==> config.mk <==
export PLATFORM = sky130hd
export DESIGN_NAME = stage_pipe_buf
export DESIGN_NICKNAME = d
export VERILOG_FILES = /design/src/rtl/stage_pipe_buf.sv
export SDC_FILE = /design/constraint.sdc
export NUM_CORES = 1
export LEC_CHECK = 0
export ABC_AREA = 1
export CAP_MARGIN = 20
export CORE_UTILIZATION = 43
export CTS_CLUSTER_SIZE = 25
export DETAILED_ROUTE_END_ITERATION = 12
export PLACE_DENSITY = 0.75
export SKIP_LAST_GASP = 1
export SLEW_MARGIN = 15
export SYNTH_ARGS = -nofsm -noshare
export SYNTH_HDL_FRONTEND = slang
export SYNTH_SLANG_ARGS = --single-unit
==> constraint.sdc <==
create_clock -name clk -period 2.9 [get_ports clk]
set_input_delay 0.725 -clock clk [delete_from_list [all_inputs] [get_ports clk]]
set_output_delay 0.725 -clock clk [all_outputs]
set_load 0.03 [all_outputs]
==> src/rtl/stage_pipe_buf.sv <==
// Elastic pipeline buffer between two valid/ready stages: a small FIFO with an
// optional zero-latency bypass when empty, plus a flush used for pipeline redirects.
module stage_pipe_buf #(
  parameter int DATA_W   = 32,
  parameter int DEPTH    = 2,
  parameter bit FALLTHRU = 1'b0
) (
  input  logic                       clk,
  input  logic                       rst,
  input  logic                       flush,
  input  logic                       s_valid,
  output logic                       s_ready,
  input  logic [DATA_W-1:0]          s_data,
  output logic                       m_valid,
  input  logic                       m_ready,
  output logic [DATA_W-1:0]          m_data,
  output logic [$clog2(DEPTH):0]     count
);
  localparam int PW = $clog2(DEPTH);
  localparam int CW = PW + 1;

  logic [DATA_W-1:0] mem [DEPTH];
  logic [PW-1:0]     wrPtr, rdPtr;
  logic              empty, full, bypass;
  logic              push, pop, wrEn, rdEn;

  assign empty  = (count == '0);
  assign full   = (count == CW'(DEPTH));
  assign bypass = FALLTHRU && empty;

  // s_ready looks only at occupancy, so a same-cycle pop never frees a slot.
  assign s_ready = ~full & ~flush & ~rst;
  assign m_valid = (bypass ? s_valid : ~empty) & ~flush & ~rst;
  assign m_data  = bypass ? s_data : mem[rdPtr];

  assign push = s_valid & s_ready;
  assign pop  = m_valid & m_ready;
  // A bypassed beat is consumed directly and never touches storage.
  assign wrEn = push & ~(bypass & m_ready);
  assign rdEn = pop & ~bypass;

  always_ff @(posedge clk) begin
    if (rst || flush) begin
      wrPtr <= '0;
      rdPtr <= '0;
      count <= '0;
    end else begin
      if (wrEn) wrPtr <= wrPtr + PW'(1);
      if (rdEn) rdPtr <= rdPtr + PW'(1);
      case ({wrEn, rdEn})
        2'b10:   count <= count + CW'(1);
        2'b01:   count <= count - CW'(1);
        default: count <= count;
      endcase
    end
  end

  // Payload storage is deliberately not reset; control state alone defines validity.
  always_ff @(posedge clk) begin
    if (wrEn) mem[wrPtr] <= s_data;
  end
endmodule

==> qor.yml, run 1 <==
worst_setup_path:
  end_kind: "primary output"
  cp_max_fo: 19
  r2r-start: "count[0]"
  required_ns: 2.17
  critPathTopFamily: "buffers and inverters"
  critical_path_class: "flip-flop to primary output"
  slowest_stage: "clkdlybuf4s50_1"
  reg2regPathDepth: 8
  cpPeakStageDelay_ns: 0.60
  regToRegEndpoint: "count[1]"
  reg2reg_slack_ns: 1.32
  path_cells: "buf_4 > mux2_2 > clkdlybuf4s50_1"
  cp_num_buf_inv: 2
  critPathLaunchType: "flip-flop"
  worstPathArrival_ns: 1.95
sta:
  hold_viol: 0
  fmax_mhz: 374.3
  rsz0062_at_grt: "false"
  min_period_over_period: 0.9211
  worstMarginPinSlew_ns: 0.3423
  drv_slew: 0
  hold_slack_ns: 0.5550
  finalSetupViolCount: 0
  finClkSkew_ns: 0.004944
  setup_tns_ns: 0
  finalCriticalPeriod_ns: 2.671
  relSlewSlack: 0.7718
status:
  status: "finished, final reports clean"
global_route:
  grt_pass1_vias: 1409
  track_usage: 0.1451
  globalRouteOverflowTotal: 0
  antenna_found_initial: 0
  grt_pass1_wl_um: 6817
  grt_max_degree: 22
die:
  die_y_um: 81.79
  io_pins: 73
  core_um2: 6026
  row_count: 28
  start_util: 0.4543
  die-area_um2: 6690
  die_w_um: 81.79
route:
  firstDrtPassIters: 4
  vias: 1431
  avgViaCountPerCell: 4.692
  wl_per_cell_um: 14.85
  wl_um: 4529
  drtIter0Drc: 101
  ant_nets: 0
  drc: 0
clock_network:
  cts_max_level: 3
  post_cts_resize_count: 0
  postCtsHoldBufs: 0
  clkSinkCount: 69
  worstSkewPairLatency_ns: 0.33
  cts_tree: "built"
  cts_buffer_depth: 2
  clk_pin_slew_ns: 0.06
  cts_post_setup_buffers_inserted: 0
  numCtsBuffers: 9
  cts_root_buffer: "clkbuf_8"
placed_design:
  hpwl_um: 3075
  portBuffers: 72
  place_congestion: 0.6948
  placed_cells: 289
synth:
  ys.flop_type: "edfxtp_1"
  synth-seq-area-share: 0.7386
  synth_cell_types: 17
  synth_edf_count: 64
  synthesis.area_um2: 2738
  synth.most_common_cell: "edfxtp_1"
  netlist_instances: 140
  yosysTopAreaCell: "edfxtp_1"
  synth_top_area_share: 0.7020
  ys_top_cells_by_count: "64 x edfxtp_1, 30 x mux2_4, 9 x inv_1"
  syn_nets: 178
  yosysWarnings: 0
  synth_area_per_cell_um2: 19.55
  synth_area_leaders: "edfxtp_1 70%, mux2_4 16%, dfxtp_1 3.7%"
  synth-seq-cells: 69
  async_flop_share: 0
hold_path:
  hold_path_end: "rdPtr"
  min_path_type: "flip-flop to flip-flop"
  hold_start: "rdPtr"
  holdPathStages: 4
power:
  p_leak_nw: 1.327
  seq_power_share: 0.561
  p_per_area_nw_per_um2: 532.3
  clockPowerShare: 0.363
  combPwrFrac: 0.076
  p_int_mw: 1.576
  switching_share: 0.2022
  irDropWorstVdd_v: 0.0003096
  total_power_mw: 1.975
  p_switching_mw: 0.3995
finish:
  n_antenna_cell: 0
  fillers: 487
  regArea_um2: 2023
  multi_input_area_um2: 618.1
  stdcell_count: 305
  synthToLayoutAreaGrowth_pct: 35.56
  fin_nets: 263
  drive_gt1_frac: 0.2478
flow_run:
  maxCapViolCount: 0
routing by layer:
metal,part of all wire,GRT usage,up-vias
met5,0,0,-
met4,0.023,0.08772,0
met3,0.055,0.04222,8
met2,0.51,0.2380,55
met1,0.41,0.1675,672
li1,-,-,696
cell families (layout without fill, tap and decap cells):
logic type      after synthesis  count (layout)  synth area share
fa+ha+maj                     1               1          0.004570
mux                          32              32            0.1728
compound gates                6               6           0.01097
simple gates                 19              19           0.03474
flops                        69              69            0.7386
buf+inv                      13             103           0.03839
worst register-to-register path, cell delays in order, from the launching register on:
cell,delay (ns)
dfxtp_1,0.37
inv_1,0.11
nand2_1,0.11
nand3_2,0.11
ha_1,0.35
a21oi_1,0.20
nand3_1,0.12
nand2_1,0.08
nor2_1,0.04
per-stage QoR:
| step | setup slack, ns | area (um^2) | util |
|---|---|---|---|
| after global placement | 0.4331 | 3530 | 0.5858 |
| after global routing | 0.1587 | 3711 | 0.6159 |
| after floorplan | 0.1024 | 2738 | - |
| after CTS | 0.1890 | 3711 | 0.6159 |
| after detailed placement | 0.4083 | 3530 | 0.5858 |
| final | 0.2287 | 3711 | 0.6159 |
cells in the final DEF, fill, tap and decap left out, types with 3 or more instances in the layout:
cell type and instances:
a21oi_1 5, buf_4 8, clkbuf_8 9, clkdlybuf4s50_1 70
clkinv_1 3, dfxtp_1 4, edfxtp_1 64, inv_1 9
mux2_4 30, nand2_1 7, nor2_1 4
how the worst max path moves through the flow:
stage / start / depth (start not counted) / end
global route: flip-flop / 3 / m_data[10]
global placement: rst / 5 / s_ready
floorplan: rst / 3 / mem[0][0]
CTS: flip-flop / 3 / m_data[10]
detailed placement: rst / 5 / s_ready
finish: flip-flop / 3 / m_data[10]
power groups by stage:
stage	Combinational, mW	Clock (mW)	Sequential [mW]
2_1_floorplan	0.0612	0	1.13
3_3_place_gp	0.149	0	1.13
3_5_place_dp	0.151	0	1.13
4_1_cts	0.152	0.732	1.11
5_1_grt	0.160	0.760	1.11
6_report	0.150	0.717	1.11
final cells by class:
| class | count | share of cell area |
|---|---|---|
| clock buffer | 10 | 0.03439 |
| clock inverter | 6 | 0.01450 |
| inverter | 9 | 0.009103 |
| multi-input combinational | 58 | 0.1666 |
| sequential | 69 | 0.5452 |
| tap | 75 | 0.02529 |
| timing repair buffer | 78 | 0.2050 |
sequential cells by signal, indices dropped and copies added (netlist names), named ones only:
| name | flops |
|---|---|
| mem | 64 |
| wrPtr | 1 |
| rdPtr | 1 |
| count | 2 |
(Power assumes the default switching activity.)
==> run 2: changes to the inputs <==
CELL_PAD_IN_SITES_DETAIL_PLACEMENT = 1   (was not set)
CELL_PAD_IN_SITES_GLOBAL_PLACEMENT = 1   (was not set)
CORE_UTILIZATION = 36   (was 43)
PLACE_DENSITY = not set   (was 0.75)
PLACE_DENSITY_LB_ADDON = 0.1   (was not set)
==> run 2 against run 1 <==
Net effect:
- flip-flop and latch count unchanged
- setup slack got worse by 0.12 ns
- register-to-register slack got worse by 0.11 ns
- combinational power about the same
- sequential share of layout area decreased by 0.58 points
==> qor.yml, run 2 (synthesis gave the netlist of run 1 again) <==
finish:
  fillers: 730  # +50%
  synthToLayoutAreaGrowth_pct: 37.02
  layout_common_cells: "70 x clkdlybuf4s50_1, 64 x edfxtp_1, 30 x mux2_4"
  fin_util: 0.5144  # -0.1015
  drive_gt1_frac: 0.2609  # +0.01304
  largest_reg_flops: 64  # unchanged
  reg_top3: "mem: 64 flops, count: 2 flops"
  fin_nets: 263  # unchanged
  n_antenna_cell: 0  # unchanged
  layout_commonest_cell: "clkdlybuf4s50_1"
  regMostFlops: "mem"
worst_setup_path:
  cpPeakStageDelay_ns: 0.61  # about the same
  critPathTopFamily: "buffers and inverters"
  worstPathArrival_ns: 2.07  # +0.12 ns
  critical_path_class: "flip-flop to primary output"
  cp_num_buf_inv: 2  # unchanged
  cp_max_fo: 14  # -5
  required_ns: 2.17  # about the same
  end_kind: "primary output"
  critPathLaunchType: "flip-flop"
  slowest_stage: "clkdlybuf4s50_1"
  path_cells: "buf_12 > mux2_4 > clkdlybuf4s50_1"
die:
  core_um2: 7292  # +21%
  die_y_um: 89.21  # +9.1%
  die-area_um2: 7958  # +19%
  row_count: 31  # +11%
  io_pins: 73  # unchanged
  start_util: 0.3754  # -0.07889
  die_w_um: 89.21  # +9.1%
global_route:
  grt_pass1_wl_um: 7714  # +13%
  grt_util_met3: 0.04617  # +0.003946
  globalRouteOverflowTotal: 0  # unchanged
  use_met1: 0.1401  # -0.02743
  grt.met2_usage: 0.2540  # +0.01597
  grt_max_degree: 19  # -14%
  antenna_found_initial: 0  # unchanged
  track_usage: 0.1398  # -0.005282
  grt_pass1_vias: 1646  # +17%
  grt-busiest-layer: "met2"
clock_network:
  postCtsHoldBufs: 0  # unchanged
  cts_buffer_depth: 2  # unchanged
  cts_max_level: 3  # unchanged
  clk_pin_slew_ns: 0.07  # about the same
  cts_post_setup_buffers_inserted: 0  # unchanged
  post_cts_resize_count: 0  # unchanged
  worstSkewPairLatency_ns: 0.33  # about the same
  cts_tree: "built"
  numCtsBuffers: 9  # unchanged
  cts_root_buffer: "clkbuf_8"
  clkSinkCount: 69  # unchanged
route:
  firstDrtPassIters: 3  # -1
  vias: 1472  # +2.9%
  drtIter0Drc: 61  # -40%
  ant_nets: 0  # unchanged
  wl_per_cell_um: 16.07  # +8.2%
  drc: 0  # unchanged
  wl_um: 5288  # +17%
  avgViaCountPerCell: 4.474  # -4.6%
placed_design:
  place_congestion: 0.7400  # +6.5%
  portBuffers: 72  # unchanged
  hpwl_um: 3674  # +19%
sta:
  drv_slew: 0  # unchanged
  finalCriticalPeriod_ns: 2.796  # +0.1250 ns
  min_period_over_period: 0.9642  # +0.04309
  finClkSkew_ns: 0.004949  # +0.000005030 ns
  setup_tns_ns: 0  # unchanged
  worstMarginPinSlew_ns: 0.4051  # +0.06286 ns
  fmax_mhz: 357.6  # -4.5%
  finalSetupViolCount: 0  # unchanged
  rsz0062_at_grt: "false"
  relSlewSlack: 0.7299  # -0.04190
  hold_viol: 0  # unchanged
hold_path:
  min_path_type: "flip-flop to flip-flop"
power:
  p_per_area_nw_per_um2: 512.5  # -3.7%
  p_leak_nw: 1.326  # about the same
  irDropWorstVdd_v: 0.0002286  # -26%
status:
  status: "finished, final reports clean"
flow_run:
  maxCapViolCount: 0  # unchanged
run 2: final timing paths:
kind              startpoint          to  slack, ns  depth (start not counted)
setup / recovery   flip-flop  m_data[21]       0.10                          3
hold / removal         rdPtr   flip-flop       0.61                          4
setup reg to reg    count[0]  mem[1][30]       1.21                          5
hold reg to reg        rdPtr   flip-flop       0.61                          4
run 2: through the flow:
step           worst slack [ns]  total power, mW  cell area (um^2)  hold slack, ns  std cells
2_1_floorplan            0.1024            1.192              2738          0.5003        140
3_3_place_gp             0.4243            1.277              3585          0.5299        313
3_5_place_dp             0.3600            1.284              3585          0.5599        313
4_1_cts                 0.04884            1.947              3751          0.6099        329
5_1_grt                 0.01075            1.995              3751          0.6477        329
6_report                 0.1037            1.923              3751          0.6095        329
run 2: power breakdown:
group	leakage, nW	switching [mW]	internal (mW)	total, mW
sequential	0.622	0.00464	1.10	1.11
clock	0.0824	0.358	0.303	0.662
combinational	0.622	0.0674	0.0851	0.152
total	1.33	0.430	1.49	1.92
run 2: area by class of cell:
| cell class | count | area, um^2 | area share |
|---|---|---|---|
| tap | 99 | 123.9 | 0.03302 |
| multi-input combinational | 58 | 618.1 | 0.1648 |
| clock inverter | 7 | 42.54 | 0.01134 |
| clock buffer | 9 | 123.9 | 0.03302 |
| inverter | 9 | 33.78 | 0.009006 |
| sequential | 69 | 2023 | 0.5394 |
| timing repair buffer | 78 | 785.8 | 0.2095 |
run 2: worst reg2reg max path: stages, from the launching register on:
cell,delay [ns]
dfxtp_1,0.38
inv_1,0.12
nand2_1,0.13
nand4_1,0.14
inv_1,0.31
buf_4,0.30
run 2: metal layers:
layer  vias to the layer above  part of all wire
met2                        46              0.54
met5                         -                 0
met4                         0             0.020
met3                        12             0.058
li1                        693                 -
met1                       721              0.38
